File: config.mk
export PLATFORM = sky130hd
export DESIGN_NAME = fifo_pkt_reader_flat
export DESIGN_NICKNAME = d
export VERILOG_FILES = /design/src/rtl/fifo_pkt_reader_if.sv /design/src/rtl/fifo_pkt_reader.sv /design/src/flat_wrapper.sv
export SDC_FILE = /design/constraint.sdc
export NUM_CORES = 1
export LEC_CHECK = 0
export ABC_AREA = 1
export ABC_CLOCK_PERIOD_IN_PS = 2100
export BUFFER_PORTS_ARGS = -buffer_cell sky130_fd_sc_hd__buf_4
export CAP_MARGIN = 20
export CORE_MARGIN = 5
export CORE_UTILIZATION = 50
export DETAILED_ROUTE_END_ITERATION = 12
export GPL_TIMING_DRIVEN = 0
export HOLD_SLACK_MARGIN = 0.03
export PLACE_DENSITY_LB_ADDON = 0.25
export SKIP_LAST_GASP = 1
export SYNTH_ARGS = -nofsm -noshare
export SYNTH_HDL_FRONTEND = slang
export SYNTH_SLANG_ARGS = --single-unit
File: constraint.sdc
create_clock -name clk -period 2.1 [get_ports clk]
set_input_delay 0.21 -clock clk [delete_from_list [all_inputs] [get_ports clk]]
set_output_delay 0.21 -clock clk [all_outputs]
set_load 0.05 [all_outputs]
File: src/rtl/fifo_pkt_reader_if.sv
// FIFO read port and downstream byte stream of the packet reader.
// master = the reader, slave = the FIFO plus downstream side.
interface fifo_pkt_reader_if;
    logic       fifo_empty;
    logic [9:0] fifo_data;
    logic       fifo_rd;
    logic       m_valid;
    logic       m_ready;
    logic [7:0] m_data;
    logic       m_sop;
    logic       m_eop;
    logic       m_abort;

    modport master (
        input  fifo_empty, fifo_data, m_ready,
        output fifo_rd, m_valid, m_data, m_sop, m_eop,
        output m_abort
    );

    modport slave (
        output fifo_empty, fifo_data, m_ready,
        input  fifo_rd, m_valid, m_data, m_sop, m_eop,
        input  m_abort
    );
endinterface

File: src/rtl/fifo_pkt_reader.sv
// Read-side FIFO controller: credit-based reads, framing check,
// 2-entry skid buffer and valid/ready byte output.
module fifo_pkt_reader #(
    parameter int MAX_LEN = 32,
    parameter int CNT_W   = 16
) (
    input  logic              clk,
    input  logic              rst,
    fifo_pkt_reader_if.master bus,
    output logic              err_frame,
    output logic [CNT_W-1:0]  pkt_count,
    output logic              busy
);
    typedef enum logic [1:0] {IDLE, PKT, DROP} state_e;

    typedef struct packed {
        logic       abort;
        logic       eop;
        logic       sop;
        logic [7:0] data;
    } ent_t;

    localparam logic [7:0] LAST = 8'(MAX_LEN - 1);

    state_e           state_q, state_d;
    logic [7:0]       len_q, len_d;
    logic             inflight_q;
    logic [1:0]       occ_q, occ_d;
    ent_t             buf0_q, buf0_d;
    ent_t             buf1_q, buf1_d;
    logic             err_q, err_d;
    logic [CNT_W-1:0] cnt_q;

    logic       cap;
    logic       pop;
    logic       store;
    logic       w_sop;
    logic       w_eop;
    logic [2:0] credit;
    ent_t       ent;

    assign cap    = inflight_q;
    assign w_sop  = bus.fifo_data[9];
    assign w_eop  = bus.fifo_data[8];
    assign pop    = bus.m_valid & bus.m_ready;
    assign credit = {2'b00, inflight_q} + {1'b0, occ_q}
                  - {2'b00, pop};

    // rst gate keeps the read strobe low while the FIFO side is flushed
    assign bus.fifo_rd = !rst & !bus.fifo_empty
                       & (credit < 3'd2);

    assign bus.m_valid = (occ_q != 2'd0);
    assign bus.m_data  = buf0_q.data;
    assign bus.m_sop   = buf0_q.sop;
    assign bus.m_eop   = buf0_q.eop;
    assign bus.m_abort = buf0_q.abort;

    assign err_frame = err_q;
    assign pkt_count = cnt_q;
    assign busy      = inflight_q | (occ_q != 2'd0)
                     | (state_q != IDLE);

    always_comb begin
        state_d  = state_q;
        len_d    = len_q;
        store    = 1'b0;
        err_d    = 1'b0;
        ent      = '0;
        ent.data = bus.fifo_data[7:0];
        ent.eop  = w_eop;
        if (cap) begin
            unique case (state_q)
                IDLE, PKT: begin
                    if (w_sop) begin
                        store   = 1'b1;
                        ent.sop = 1'b1;
                        len_d   = 8'd1;
                        err_d   = (state_q == PKT);
                        state_d = w_eop ? IDLE : PKT;
                    end else if (state_q == IDLE) begin
                        err_d = 1'b1;
                    end else if (w_eop) begin
                        store   = 1'b1;
                        state_d = IDLE;
                    end else if (len_q == LAST) begin
                        store     = 1'b1;
                        ent.eop   = 1'b1;
                        ent.abort = 1'b1;
                        err_d     = 1'b1;
                        state_d   = DROP;
                    end else begin
                        store = 1'b1;
                        len_d = len_q + 8'd1;
                    end
                end
                DROP: begin
                    if (w_eop) begin
                        state_d = IDLE;
                    end
                end
                default: state_d = IDLE;
            endcase
        end
    end

    // head of the queue always sits in buf0
    always_comb begin
        buf0_d = buf0_q;
        buf1_d = buf1_q;
        occ_d  = occ_q;
        unique case ({pop, store})
            2'b10: begin
                buf0_d = buf1_q;
                occ_d  = occ_q - 2'd1;
            end
            2'b01: begin
                if (occ_q == 2'd0) begin
                    buf0_d = ent;
                end else begin
                    buf1_d = ent;
                end
                occ_d = occ_q + 2'd1;
            end
            2'b11: begin
                if (occ_q == 2'd1) begin
                    buf0_d = ent;
                end else begin
                    buf0_d = buf1_q;
                    buf1_d = ent;
                end
            end
            default: ;
        endcase
    end

    always_ff @(posedge clk or posedge rst) begin
        if (rst) begin
            state_q    <= IDLE;
            len_q      <= 8'd0;
            inflight_q <= 1'b0;
            occ_q      <= 2'd0;
            buf0_q     <= '0;
            buf1_q     <= '0;
            err_q      <= 1'b0;
            cnt_q      <= '0;
        end else begin
            state_q    <= state_d;
            len_q      <= len_d;
            inflight_q <= bus.fifo_rd;
            occ_q      <= occ_d;
            buf0_q     <= buf0_d;
            buf1_q     <= buf1_d;
            err_q      <= err_d;
            if (pop && buf0_q.eop && !buf0_q.abort) begin
                cnt_q <= cnt_q + CNT_W'(1);
            end
        end
    end
endmodule

File: src/flat_wrapper.sv
// flat-port wrapper written by rule: the top's interface ports become plain ports
module fifo_pkt_reader_flat 
#(
    parameter int MAX_LEN = 32,
    parameter int CNT_W   = 16
)
  (clk, rst, err_frame, pkt_count, busy, bus_fifo_empty, bus_fifo_data, bus_m_ready, bus_fifo_rd, bus_m_valid, bus_m_data, bus_m_sop, bus_m_eop, bus_m_abort);
  fifo_pkt_reader_if bus_i ();
  input  logic clk;
  input  logic rst;
  output logic err_frame;
  output logic [CNT_W-1:0] pkt_count;
  output logic busy;
  input wire logic [$bits(bus_i.fifo_empty)-1:0] bus_fifo_empty;
  input wire logic [$bits(bus_i.fifo_data)-1:0] bus_fifo_data;
  input wire logic [$bits(bus_i.m_ready)-1:0] bus_m_ready;
  output wire logic [$bits(bus_i.fifo_rd)-1:0] bus_fifo_rd;
  output wire logic [$bits(bus_i.m_valid)-1:0] bus_m_valid;
  output wire logic [$bits(bus_i.m_data)-1:0] bus_m_data;
  output wire logic [$bits(bus_i.m_sop)-1:0] bus_m_sop;
  output wire logic [$bits(bus_i.m_eop)-1:0] bus_m_eop;
  output wire logic [$bits(bus_i.m_abort)-1:0] bus_m_abort;
  assign bus_i.fifo_empty = bus_fifo_empty;
  assign bus_i.fifo_data = bus_fifo_data;
  assign bus_i.m_ready = bus_m_ready;
  assign bus_fifo_rd = bus_i.fifo_rd;
  assign bus_m_valid = bus_i.m_valid;
  assign bus_m_data = bus_i.m_data;
  assign bus_m_sop = bus_i.m_sop;
  assign bus_m_eop = bus_i.m_eop;
  assign bus_m_abort = bus_i.m_abort;
  fifo_pkt_reader #(.MAX_LEN(MAX_LEN), .CNT_W(CNT_W)) u_core (.clk(clk), .rst(rst), .bus(bus_i), .err_frame(err_frame), .pkt_count(pkt_count), .busy(busy));
endmodule
==> results.md <==
- Outcome: complete, but fails checks
- Failing checks: negative setup slack
- Synth top cells by count: nand2_1 (119), dfrtp_1 (52), inv_1 (46)
- Mapped Area: about 0.0029 mm^2
- Synth area leaders: dfrtp_1 (45%), nand2_1 (16%), inv_1 (6.0%)
- Slew headroom: roughly 77%
- WP data required: 1.89 ns
- Critical path arrival: 2.34 ns
- Routed vias: 2,475
- Dpl cells: 480
- DRC errors left: 0
- CTS Buf Count: 5
- Most common cell in the synthesized netlist: nand2_1
- Sequential power share: about a third
- Pwr dens: 1300 mW/mm^2
- Largest net degree at the start of global routing: 43
- Row count: 27
- Core area: 0.00554 mm^2
- Final WS setup: -0.450 ns
- RSZ-0062 raised after global routing: true
- Synth top area share: a little under half
- Worst r2r path cells: 10
- Worst r2r src: u_core.occ_q[0]
- Diodes inserted: 0
- R2R Setup Slk: 0.07 ns
- Fin. Hold Viols: 0
- Net Sw Power: 2.23 mW
- Worst-skew pair later-pin latency: 0.31 ns
- Setup TNS: -0.450 ns
- Worst flop-to-flop path endpoint: u_core.cap
- Via density: just under 5
- Antenna viol nets, final: 0
- GR Overflow Total: 0
- WHS Endpoint: u_core.buf1_q[4]
- Min-Delay Startpoint: bus_fifo_data[4]
- Leak Pwr: 1.85 nW
- Max-Cap Viols: 0
- Antenna violations before repair: 0
- Die width: approximately 86 um
- DR iter-0 viols: roughly 140
- Mapped Nets: just under 400
- CTS tree: built
- Hold slack: 0.114 ns
- Post-synth EDFFs: 0
- Non-filler cells in the finished layout: 505
- Global-route total usage across every layer: between 10% and 20%
- Starting Density: 51.9%
- Syn avg cell area: slightly below 8 um^2
- Tmin final: approximately 2.6 ns
- Crit path max-delay cell type: fa_2
- Root buf cell: clkbuf_8
- CTS max path bufs: 2
- Total Wirelength: 6230 um
- Max Clock Freq: 392 MHz
- Layout cell share with drive strength beyond 1: a little over a quarter
- Clk_skew: 0.00658 ns
- Vias in the first global route: 2,430
- Pre-antenna DRT Iters: 4
- Worst-Margin Slew: 0.343 ns
- Area growth syn-to-layout: 26.4%
- Type of the worst setup path: flop to primary output
- Worst-path fanout max: 2
- CTS Sinks: 52
- Yosys warning total: 0
- Final period util: 121%
- Max incr delay on CP: 0.46 ns
- Buffers on Ports: 44
- Die Ht: 85.9 um
- Cell count after synthesis: 363
- Worst-path cell chain: inv_2, ha_4, inv_8, nand2_8, inv_8, ha_4, nor2_4, fa_2, nor4_4, buf_6
- Wire length per cell: 12.3 um
- Comb power frac: 54.1%
- Detailed placer's ending HPWL: between 4000 and 5000 um
- First-pass GRT wire length: 10,800 um
- Ys flop type: dfrtp_1
- DP Worst Slack: -0.341 ns
- Register area share after synthesis: 45.2%
- Sw frac: around 47%
- Min-delay worst type: primary input to flop
- Number of distinct library cells after synthesis: 33
- Top Ports: 45
- Area leader, netlist: dfrtp_1
- GPL Wtd Cong: 0.834
- Number of H-tree levels: 2
- Internal cell power: 2.51 mW
- Asr flop ratio synth: 100%
- CTS clk-pin slew, worst paths: 0.10 ns
- Clock share of power: 12.5%
- CP endpoint kind: primary output
- Hold path depth: 3
- Crit start category: flop
- Pins Over Slew Limit: 0
- Die ar.: 0.00737 mm^2
- Max VDD drop: 0.000863 V
- Number of synthesized register bits: 52
- Setup violations, final: 1
- Net count, final: ~450
layout by cell type, fill, tap and decap left out, drive strengths merged:
cell / netlist / layout
a21oi: 5 / 5
a22o: 1 / 1
and2: 1 / 1
buf: 4 / 65
clkbuf: 0 / 5
clkinv: 0 / 2
dfrtp: 52 / 52
dlygate4sd3: 0 / 1
fa: 1 / 1
ha: 7 / 7
inv: 53 / 54
nand2: 127 / 127
nand3: 17 / 17
nand4: 8 / 8
nor2: 34 / 34
nor3: 3 / 3
nor3b: 1 / 1
nor4: 1 / 1
o21a: 2 / 2
o21ai: 31 / 31
o22ai: 1 / 1
xnor2: 6 / 6
xor2: 8 / 8
worst max-delay path: cells and delay by family, from the launching register on:
kind	cells	cell delay, ns
buffers and inverters	4	0.36
flip-flops	1	0.41
adder cells (fa/ha/maj)	3	0.84
AND/OR/NAND/NOR	3	0.43
per-layer routing:
metal	vias up	part of all wire (%)	global-route usage [%]
li1	1265	-	-
met1	1149	47	23.5
met2	54	48	30.1
met3	7	4.3	3.75
met4	0	0.92	4.89
met5	-	0	0
logic make-up (layout without fill, tap and decap cells):
kind of cell	count (synthesis)	in the layout	share of synthesized area, %
flops	52	52	45.2
compound gates	40	40	8.35
fa+ha+maj	8	8	3.74
simple gates	192	192	30.0
buf+inv	57	127	8.43
xor+xnor	14	14	4.26
final cells by class:
| cell class | count | area, um^2 |
|---|---|---|
| Fill cell | 494 | 1900 |
| Multi-Input combinational cell | 254 | 1410 |
| Sequential cell | 52 | 1300 |
| Timing Repair Buffer | 62 | 484 |
| Inverter | 53 | 219 |
| Tap cell | 72 | 90.1 |
| Clock buffer | 5 | 68.8 |
| Buffer | 4 | 38.8 |
| Clock inverter | 3 | 22.5 |
power groups by stage:
stage                     logic [mW]  clock network, mW  registers [mW]
final                           2.57              0.591            1.58
after detailed placement        2.35                  0            1.60
after global placement          2.29                  0            1.60
after floorplan                 1.22                  0            2.11
after CTS                       2.53              0.614            1.58
after global routing            2.80              0.666            1.63
through the flow:
stage                     util [%]  power [mW]  area [um^2]
after floorplan                  -        3.33         2940
after global placement        60.7        3.88         3360
after detailed placement      61.0        3.95         3380
after CTS                     64.5        4.72         3570
after global routing          65.7        5.09         3640
final                         65.7        4.74         3640
how the worst max path moves through the flow:
| stage | start | end | slack [ns] | cells past startpoint |
|---|---|---|---|---|
| 5_1_grt | u_core.occ_q[0] | bus_fifo_rd | -0.55 | 10 |
| 4_1_cts | u_core.occ_q[0] | bus_fifo_rd | -0.45 | 10 |
| 3_5_place_dp | u_core.occ_q[0] | bus_fifo_rd | -0.34 | 10 |
| 3_3_place_gp | u_core.occ_q[1] | bus_fifo_rd | -0.30 | 10 |
| 2_1_floorplan | u_core.occ_q[1] | bus_fifo_rd | -0.46 | 9 |
| 6_report | u_core.occ_q[0] | bus_fifo_rd | -0.45 | 10 |
sequential cells by signal, indices dropped and copies added (netlist names), 2 cells and up:
register           cells
u_core.state_q         2
u_core.len_q           8
u_core.pkt_count      16
u_core.bus.m_data      8
u_core.buf1_q         11
u_core.occ_q           2
timing repair:
action	in CTS	in global routing
endpoints found under the setup margin	2	21
pin swaps	6	2
hold buffers	1	0
setup buffers	9	8
hold endpoints to repair	10	0
resized for setup	5	6
cloned	0	0
Note: power is estimated with default switching activity, not from simulation.
